`src/rtl/expr_stim_pkg.sv`:
```
// Shared constants for the expression stimulus generator: vector layout, corner patterns, LFSR taps, FSM states.
// Latency: n/a (constants and pure functions only).
// Backpressure: n/a.
package expr_stim_pkg;

  localparam int VEC_W = 60;

  // Field widths, MSB-first order a0,a1,a2,a3,a4,a5,b0,b1,b2,b3,b4,b5
  localparam int W_A0 = 4;
  localparam int W_A1 = 5;
  localparam int W_A2 = 6;
  localparam int W_A3 = 4;
  localparam int W_A4 = 5;
  localparam int W_A5 = 6;
  localparam int W_B0 = 4;
  localparam int W_B1 = 5;
  localparam int W_B2 = 6;
  localparam int W_B3 = 4;
  localparam int W_B4 = 5;
  localparam int W_B5 = 6;

  // Bit offset of each field's LSB inside the 60-bit vector
  localparam int OFF_A0 = 56;
  localparam int OFF_A1 = 51;
  localparam int OFF_A2 = 45;
  localparam int OFF_A3 = 41;
  localparam int OFF_A4 = 36;
  localparam int OFF_A5 = 30;
  localparam int OFF_B0 = 26;
  localparam int OFF_B1 = 21;
  localparam int OFF_B2 = 15;
  localparam int OFF_B3 = 11;
  localparam int OFF_B4 = 6;
  localparam int OFF_B5 = 0;

  // Corner patterns; the 4/5/6 field group repeats every 15 bits,
  // so SMIN/SMAX are one 15-bit group replicated four times.
  localparam logic [VEC_W-1:0] ZERO = '0;
  localparam logic [VEC_W-1:0] ONES = '1;
  localparam logic [VEC_W-1:0] SMIN = {4{15'h4420}};
  localparam logic [VEC_W-1:0] SMAX = {4{15'h3BDF}};

  // Fibonacci LFSR x^60 + x^59 + 1
  localparam int TAP_HI = 59;
  localparam int TAP_LO = 58;

  // FSM encoding
  typedef logic [1:0] state_t;
  localparam state_t ST_IDLE   = 2'd0;
  localparam state_t ST_CORNER = 2'd1;
  localparam state_t ST_RANDOM = 2'd2;
  localparam state_t ST_FINISH = 2'd3;

  function automatic logic [VEC_W-1:0] lfsr_next(input logic [VEC_W-1:0] s);
    return {s[VEC_W-2:0], s[TAP_HI] ^ s[TAP_LO]};
  endfunction

  function automatic logic [VEC_W-1:0] corner_vec(input logic [1:0] sel);
    logic [VEC_W-1:0] v;
    v = ZERO;
    case (sel)
      2'd0: v = ZERO;
      2'd1: v = ONES;
      2'd2: v = SMIN;
      2'd3: v = SMAX;
      default: v = ZERO;
    endcase
    return v;
  endfunction

endpackage

```
`src/rtl/expr_lfsr60.sv`:
```
// 60-bit Fibonacci LFSR with synchronous seed load and single-step advance.
// Latency: new state visible the cycle after load/step.
// Backpressure: holds its state whenever step is low.
module expr_lfsr60
  import expr_stim_pkg::*;
#(
  parameter logic [VEC_W-1:0] INIT = 60'h1
) (
  input  logic             clk,
  input  logic             reset,
  input  logic             load,
  input  logic [VEC_W-1:0] seed,
  input  logic             step,
  output logic [VEC_W-1:0] state
);

  // Load takes priority over step so a new run always starts from the seed
  always_ff @(posedge clk or posedge reset) begin
    if (reset) begin
      state <= INIT;
    end else if (load) begin
      state <= seed;
    end else if (step) begin
      state <= lfsr_next(state);
    end
  end

endmodule

```
`src/rtl/expr_stim_gen.sv`:
```
// Stimulus generator for the expression stage: 4 corner vectors then LFSR vectors, cfg_count vectors per run.
// Latency: first vector valid the cycle after an accepted start; done pulses the cycle after the last transfer.
// Backpressure: valid/ready; vector and vec_idx hold while out_valid && !out_ready.
module expr_stim_gen
  import expr_stim_pkg::*;
#(
  parameter logic [VEC_W-1:0] SEED  = 60'h000_0000_0000_0001,
  parameter int               CNT_W = 16
) (
  input  logic             clk,
  input  logic             reset,
  input  logic             start,
  input  logic [CNT_W-1:0] cfg_count,
  output logic             out_valid,
  input  logic             out_ready,
  output logic [3:0]       a0,
  output logic [4:0]       a1,
  output logic [5:0]       a2,
  output logic [3:0]       a3,
  output logic [4:0]       a4,
  output logic [5:0]       a5,
  output logic [3:0]       b0,
  output logic [4:0]       b1,
  output logic [5:0]       b2,
  output logic [3:0]       b3,
  output logic [4:0]       b4,
  output logic [5:0]       b5,
  output logic [CNT_W-1:0] vec_idx,
  output logic             busy,
  output logic             done
);

  // An all-zero seed would lock the LFSR, so it is promoted to 1
  localparam logic [VEC_W-1:0] SEED_EFF = (SEED == '0) ? VEC_W'(1) : SEED;

  state_t           state_q;
  logic [CNT_W-1:0] cnt_q;
  logic [VEC_W-1:0] vec_q;
  logic [VEC_W-1:0] lfsr_state;
  logic             lfsr_load;
  logic             lfsr_step;
  logic             xfer;
  logic             last;

  assign xfer      = out_valid && out_ready;
  assign last      = (vec_idx == cnt_q - CNT_W'(1));
  assign lfsr_load = (state_q == ST_IDLE) && start;
  assign lfsr_step = xfer && (state_q == ST_RANDOM);

  expr_lfsr60 #(
    .INIT (SEED_EFF)
  ) u_lfsr (
    .clk   (clk),
    .reset (reset),
    .load  (lfsr_load),
    .seed  (SEED_EFF),
    .step  (lfsr_step),
    .state (lfsr_state)
  );

  // Run control: FSM, vector counter and the registered output vector
  always_ff @(posedge clk or posedge reset) begin
    if (reset) begin
      state_q   <= ST_IDLE;
      cnt_q     <= '0;
      vec_q     <= ZERO;
      vec_idx   <= '0;
      out_valid <= 1'b0;
      busy      <= 1'b0;
      done      <= 1'b0;
    end else begin
      case (state_q)
        ST_IDLE: begin
          if (start) begin
            cnt_q   <= cfg_count;
            vec_idx <= '0;
            busy    <= 1'b1;
            if (cfg_count != '0) begin
              state_q   <= ST_CORNER;
              out_valid <= 1'b1;
              vec_q     <= corner_vec(2'd0);
            end else begin
              state_q <= ST_FINISH;
              done    <= 1'b1;
            end
          end
        end
        ST_CORNER: begin
          if (xfer) begin
            if (last) begin
              state_q   <= ST_FINISH;
              out_valid <= 1'b0;
              done      <= 1'b1;
            end else begin
              vec_idx <= vec_idx + CNT_W'(1);
              if (vec_idx[1:0] == 2'd3) begin
                // LFSR was loaded at start and has not stepped yet, so this is the seed
                state_q <= ST_RANDOM;
                vec_q   <= lfsr_state;
              end else begin
                vec_q <= corner_vec(vec_idx[1:0] + 2'd1);
              end
            end
          end
        end
        ST_RANDOM: begin
          if (xfer) begin
            if (last) begin
              state_q   <= ST_FINISH;
              out_valid <= 1'b0;
              done      <= 1'b1;
            end else begin
              // The LFSR steps on this same edge; present the value it steps to
              vec_idx <= vec_idx + CNT_W'(1);
              vec_q   <= lfsr_next(lfsr_state);
            end
          end
        end
        ST_FINISH: begin
          state_q <= ST_IDLE;
          done    <= 1'b0;
          busy    <= 1'b0;
        end
        default: begin
          state_q   <= ST_IDLE;
          out_valid <= 1'b0;
          busy      <= 1'b0;
          done      <= 1'b0;
        end
      endcase
    end
  end

  assign a0 = vec_q[OFF_A0 +: W_A0];
  assign a1 = vec_q[OFF_A1 +: W_A1];
  assign a2 = vec_q[OFF_A2 +: W_A2];
  assign a3 = vec_q[OFF_A3 +: W_A3];
  assign a4 = vec_q[OFF_A4 +: W_A4];
  assign a5 = vec_q[OFF_A5 +: W_A5];
  assign b0 = vec_q[OFF_B0 +: W_B0];
  assign b1 = vec_q[OFF_B1 +: W_B1];
  assign b2 = vec_q[OFF_B2 +: W_B2];
  assign b3 = vec_q[OFF_B3 +: W_B3];
  assign b4 = vec_q[OFF_B4 +: W_B4];
  assign b5 = vec_q[OFF_B5 +: W_B5];

endmodule

```
`config.mk`:
```
export PLATFORM = sky130hd
export DESIGN_NAME = expr_stim_gen
export DESIGN_NICKNAME = d
export VERILOG_FILES = /design/src/rtl/expr_stim_pkg.sv /design/src/rtl/expr_lfsr60.sv /design/src/rtl/expr_stim_gen.sv
export SDC_FILE = /design/constraint.sdc
export NUM_CORES = 1
export LEC_CHECK = 0
export CAP_MARGIN = 40
export CORE_MARGIN = 5
export CORE_UTILIZATION = 60
export DETAILED_ROUTE_END_ITERATION = 10
export GPL_TIMING_DRIVEN = 0
export PLACE_DENSITY = 0.84
export SLEW_MARGIN = 25
export SYNTH_ARGS = -nofsm -noshare
export SYNTH_HDL_FRONTEND = slang
export SYNTH_SLANG_ARGS = --single-unit
```
`constraint.sdc`:
```
create_clock -name clk -period 16.46 [get_ports clk]
set_input_delay 3.292 -clock clk [delete_from_list [all_inputs] [get_ports clk]]
set_output_delay 3.292 -clock clk [all_outputs]
set_load 0.005 [all_outputs]
```
# Yosys cells after proc, flatten, opt, wreduce, memory -nomap -nowiden
# Index checks and enable logic that the tools add are counted.
# op_classes
mux,35
bitwise_logic,1
n_eq_ne,20
addsub,3
n_reduce_logical,18
# ops
cell,count
60-bit two-way mux,9
60-bit one-hot mux with 4 select lines,1
60-bit one-hot mux with 3 select lines,1
16-bit two-way mux,3
16-bit one-hot mux with 2 select lines,1
"16-bit by 1-bit adder with 16-bit output, second input constant",1
16-bit == test,1
"2-bit != test, second input constant",8
16-bit nonzero test,1
"16-bit by 1-bit subtractor with 16-bit output, second input constant",1
2-bit two-way mux,7
"2-bit == test, second input constant",5
5-bit AND reduction,2
1-bit two-way mux,9
2-bit one-hot mux with 4 select lines,1
4-bit AND reduction,2
7-bit AND reduction,1
"2-bit by 1-bit != test with 1-bit output, second input constant",3
2-bit nonzero test,3
"2-bit by 1-bit == test with 1-bit output, second input constant",2
2-bit zero test,2
1-bit one-hot mux with 2 select lines,2
2-bit AND reduction,2
1-bit logical AND,3
other kinds (6),6
# word_totals
inputBits,20
regBits,157
out_inout_bits,79

# Longest topological paths before layout
# depth
ltp_word,7
depth_mapped,12
mapped_depth_nobuf,10

# Hierarchy
# From an unflattened synthesis, not the netlist that was laid out.
# unflattened
cells_unflattened,830
hier_area_um2,8445.6
# by_module_without_submodules
mod,cells_each,n_inst,area_each_um2
expr_stim_gen,567,1,5625.4
expr_lfsr60,263,1,2820.2

# Least setup slack after synthesis
# Ideal clock, no wire load.
# synth_timing
kind,input to register
start,input out_ready
end,register vec_idx[15]
arrival_ns,4.839
setup_ns,0.132
stages,8
required_ns,16.328
setup_slack_ns,11.489
cell_sequence,nand2_1 > a211oi_1 > and3_1 > and3_1 > nand2_1 > nor4b_2 > xnor2_1 > nor2_1
# synth_via
elab_chain_cells,3
# synth_lines
item,line_no,rtl
"start, declared",expr_stim_gen.sv:15,"input logic out_ready,"
1-bit logical AND,expr_stim_gen.sv:45,assign xfer = out_valid && out_ready;
2-bit by 1-bit != test with 1-bit output (no line),-,
4-bit AND reduction (no line),-,
"end signal, assigned",expr_stim_gen.sv:95,vec_idx <= vec_idx + CNT_W'(1);
"end signal, assigned",expr_stim_gen.sv:114,vec_idx <= vec_idx + CNT_W'(1);
"end, declared",expr_stim_gen.sv:28,"output logic [CNT_W-1:0] vec_idx,"
# No other way between the ends.
# A chain may end at the register's enable or synchronous reset.

# Worst setup path in the final report
# layout_timing
start,input cfg_count[1]
end,register vec_q[54]
# layout_via
elab_chain_cells,3
# layout_lines
item,line_no,rtl
"start, declared",expr_stim_gen.sv:13,"input logic [CNT_W-1:0] cfg_count,"
16-bit nonzero test,expr_stim_gen.sv:78,if (cfg_count != '0) begin
2-bit by 1-bit != test with 1-bit output (no line),-,
7-bit AND reduction (no line),-,
"end signal, assigned",expr_stim_gen.sv:81,vec_q <= corner_vec(2'd0);
"end signal, assigned",expr_stim_gen.sv:99,vec_q <= lfsr_state;
"end signal, assigned",expr_stim_gen.sv:101,vec_q <= corner_vec(vec_idx[1:0] + 2'd1);
"end, declared",expr_stim_gen.sv:38,logic [VEC_W-1:0] vec_q;
# No other way between the ends.

==> results.sh <==
export IMPL_cts_resized=0
export IMPL_grt_ovfl_total=0
export IMPL_grt_pass1_wl_um=36000
export IMPL_fmax_ghz=0.183
export IMPL_synth_area_top_cells="dfrtp_1 48%, nand2_1 11%, a21oi_1 6.6%"
export IMPL_clockRootBuffer="clkbuf_16"
export IMPL_areaGrowthSynthToFinish_pct=22.9
export IMPL_tightest_slew_ns=0.869
export IMPL_place_hpwl_um=14800
export IMPL_diodes=0
export IMPL_ys_ff_latch=157
export IMPL_die_area_sq_um=15900
export IMPL_fin_area_sq_um=9920
export IMPL_cp_end_kind="flop"
export IMPL_status="complete, no violations"
export IMPL_syn_nets=955
export IMPL_vias=7538
export IMPL_first_iter_violations=885
export IMPL_routed_wl_um=21700
export IMPL_path_clk_slew_ns=0.06
export IMPL_fin_crit_sh_pct=33.2
export IMPL_postSynthCellCount=929
export IMPL_hold_viol_final=0
export IMPL_fin_skew_ns=0.00828
export IMPL_yosysMostFrequentCell="nand2_1"
export IMPL_grt_use_total_pct=27.8
export IMPL_synth_largest_area_cell="dfrtp_1"
export IMPL_synth_top_area_share_pct=48.4
export IMPL_drive_above_1_share_pct=4.62
export IMPL_drt_pre_antenna_iters=6
export IMPL_finalCriticalPeriod_ns=5.47
export IMPL_synth_edf_count=0
export IMPL_numCtsBuffers=17
export IMPL_clkLatencyLatePin_ns=0.42
export IMPL_cts_max_level=4
export IMPL_ys_types=50
export IMPL_reg2reg_slack_ns=12.67
export IMPL_detailed_place_area_sq_um=9310
export IMPL_setup_tns_ns=0
export IMPL_syn_area_per_cell_sq_um=8.69
export IMPL_hp_class="reg -> reg"
export IMPL_route_detailed_drc=0
export IMPL_fp_dieH_um=126
export IMPL_synthArstFlopShare_pct=100
export IMPL_port_buffers=98
export IMPL_core_area_sq_um=13200
export IMPL_antenna_left=0
export IMPL_antenna_found_initial=0
export IMPL_leakagePower_uw=0.00414
export IMPL_clock_sinks=157
export IMPL_nNetsFinal=1074
export IMPL_relSlewSlack_pct=41.8
export IMPL_cap_violations=0
export IMPL_ir_drop_v=0.000105
export IMPL_cts_tree="done"
export IMPL_synthTopCellsByCount="242 x nand2_1, 156 x dfrtp_1, 106 x a21oi_1"
export IMPL_start_kind="input port"
export IMPL_yosysWarnings=0
export IMPL_worstPathMaxFanout=10
export IMPL_initial_core_util_pct=61.0
export IMPL_cp_required_ns=16.77
export IMPL_crit_arrival_ns=5.78
export IMPL_worst_setup_path_type="in -> reg"
export IMPL_clockBufferDepth=2
export IMPL_setup_violations=0
export IMPL_syn_area_sq_um=8070
export IMPL_holdBufCountCts=0
export IMPL_fin_util_pct=74.9
export IMPL_cellPowerDensity_nw_per_um2=185
export IMPL_finalWeightedCongestion=0.889
export IMPL_routedWlPerCell_um=17.5
export IMPL_holdWs_ns=0.475
export IMPL_grt_start_max_net_pins=85
export IMPL_routed_via_density=6.09
export IMPL_postCtsSetupBuffers=0
export IMPL_rows=42
export IMPL_rsz0062_at_grt="false"
export IMPL_grt_pass1_vias=7152
export IMPL_ios=99
export IMPL_dieWidth_um=126
export IMPL_maxSlewViolCount=0
export IMPL_ys_flop_type="dfrtp_1"
export IMPL_yosysSeqAreaShare_pct=48.7
-- metrics by stage --
step	setup slack [ns]	power [uW]	cells
after global placement	6.82	1400	1203
after detailed placement	10.36	1420	1204
after global routing	10.76	1950	1237
after CTS	10.80	1830	1236
final	10.99	1840	1237
after floorplan	8.93	1080	929
-- path summary, 6_finish.rpt --
check	start	cells after the start	endpoint
max in group asynchronous	reset	3	u_lfsr.state[0]$_DFFE_PP1P_
worst max-delay path	cfg_count[1]	9	vec_q[54]$_DFFE_PP0P_
worst max register to register	cnt_q[0]$_DFFE_PP0P_	12	vec_q[54]$_DFFE_PP0P_
min in group asynchronous	reset	2	cnt_q[13]$_DFFE_PP0P_
worst min register to register	vec_q[42]$_DFFE_PP0P_	2	vec_q[42]$_DFFE_PP0P_
worst min-delay path	vec_q[42]$_DFFE_PP0P_	2	vec_q[42]$_DFFE_PP0P_
-- cell usage in the layout (no fill, tap or decap), drive strengths merged, types with 3 or more instances in the layout --
master / n
nor4: 11
o21ai: 16
a21o: 31
xor2: 11
dfrtp: 156
nand4: 4
and3: 6
a211o: 4
nand2: 242
nand3: 17
nor2: 22
clkbuf: 88
buf: 16
a21oi: 106
clkdlybuf4s50: 98
o31ai: 65
ha: 6
nor3: 12
a22oi: 44
xnor2: 18
nand2b: 13
a211oi: 3
inv: 30
clkinv: 3
bufinv: 3
or4: 4
a31oi: 5
-- critical path: stages --
cell,delay [ns]
clkdlybuf4s50_1,0.43
nor4_1,0.34
and4_1,0.36
o21ai_0,0.14
o211ai_1,0.19
buf_2,0.40
clkbuf_1,0.40
nand2_1,0.13
o31ai_1,0.10
-- sequential cells by signal, summed over array words and instances, names as in the netlist --
signal        count
state_q           2
cnt_q            16
u_lfsr.state     60
vec_idx          16
out_valid         1
busy              1
done              1
vec_q            60
-- final cells by class --
class	count	area (sq um)
Sequential cell	157	3930
Multi-Input combinational cell	665	3680
Fill cell	960	3320
Timing Repair Buffer	100	1010
Clock buffer	25	495
Buffer	77	345
Tap cell	176	220
Inverter	30	120
Clock inverter	7	113
-- cell families (layout without fill, tap and decap cells) --
kind of cell | count (synthesis) | count (layout) | share of synthesized area (%)
adders and majority gates | 6 | 6 | 0.930
buffers and inverters | 107 | 239 | 5.67
DFF | 157 | 157 | 48.7
muxes | 2 | 2 | 0.263
AOI/OAI and AO/OA | 284 | 284 | 22.8
and+or+nand+nor | 344 | 344 | 18.5
xor gates and xnor gates | 29 | 29 | 3.15
-- per-layer routing --
layer	track usage (%)	wire (um)
met1	38.1	9400
met2	44.5	10400
met3	4.70	1220
met4	10.9	671
met5	0	0
-- power breakdown --
group          internal, uW  switching (uW)  total, uW
clock                   254             152        406
combinational           334             537        871
sequential              481            81.7        562
(Power assumes the default switching activity.)
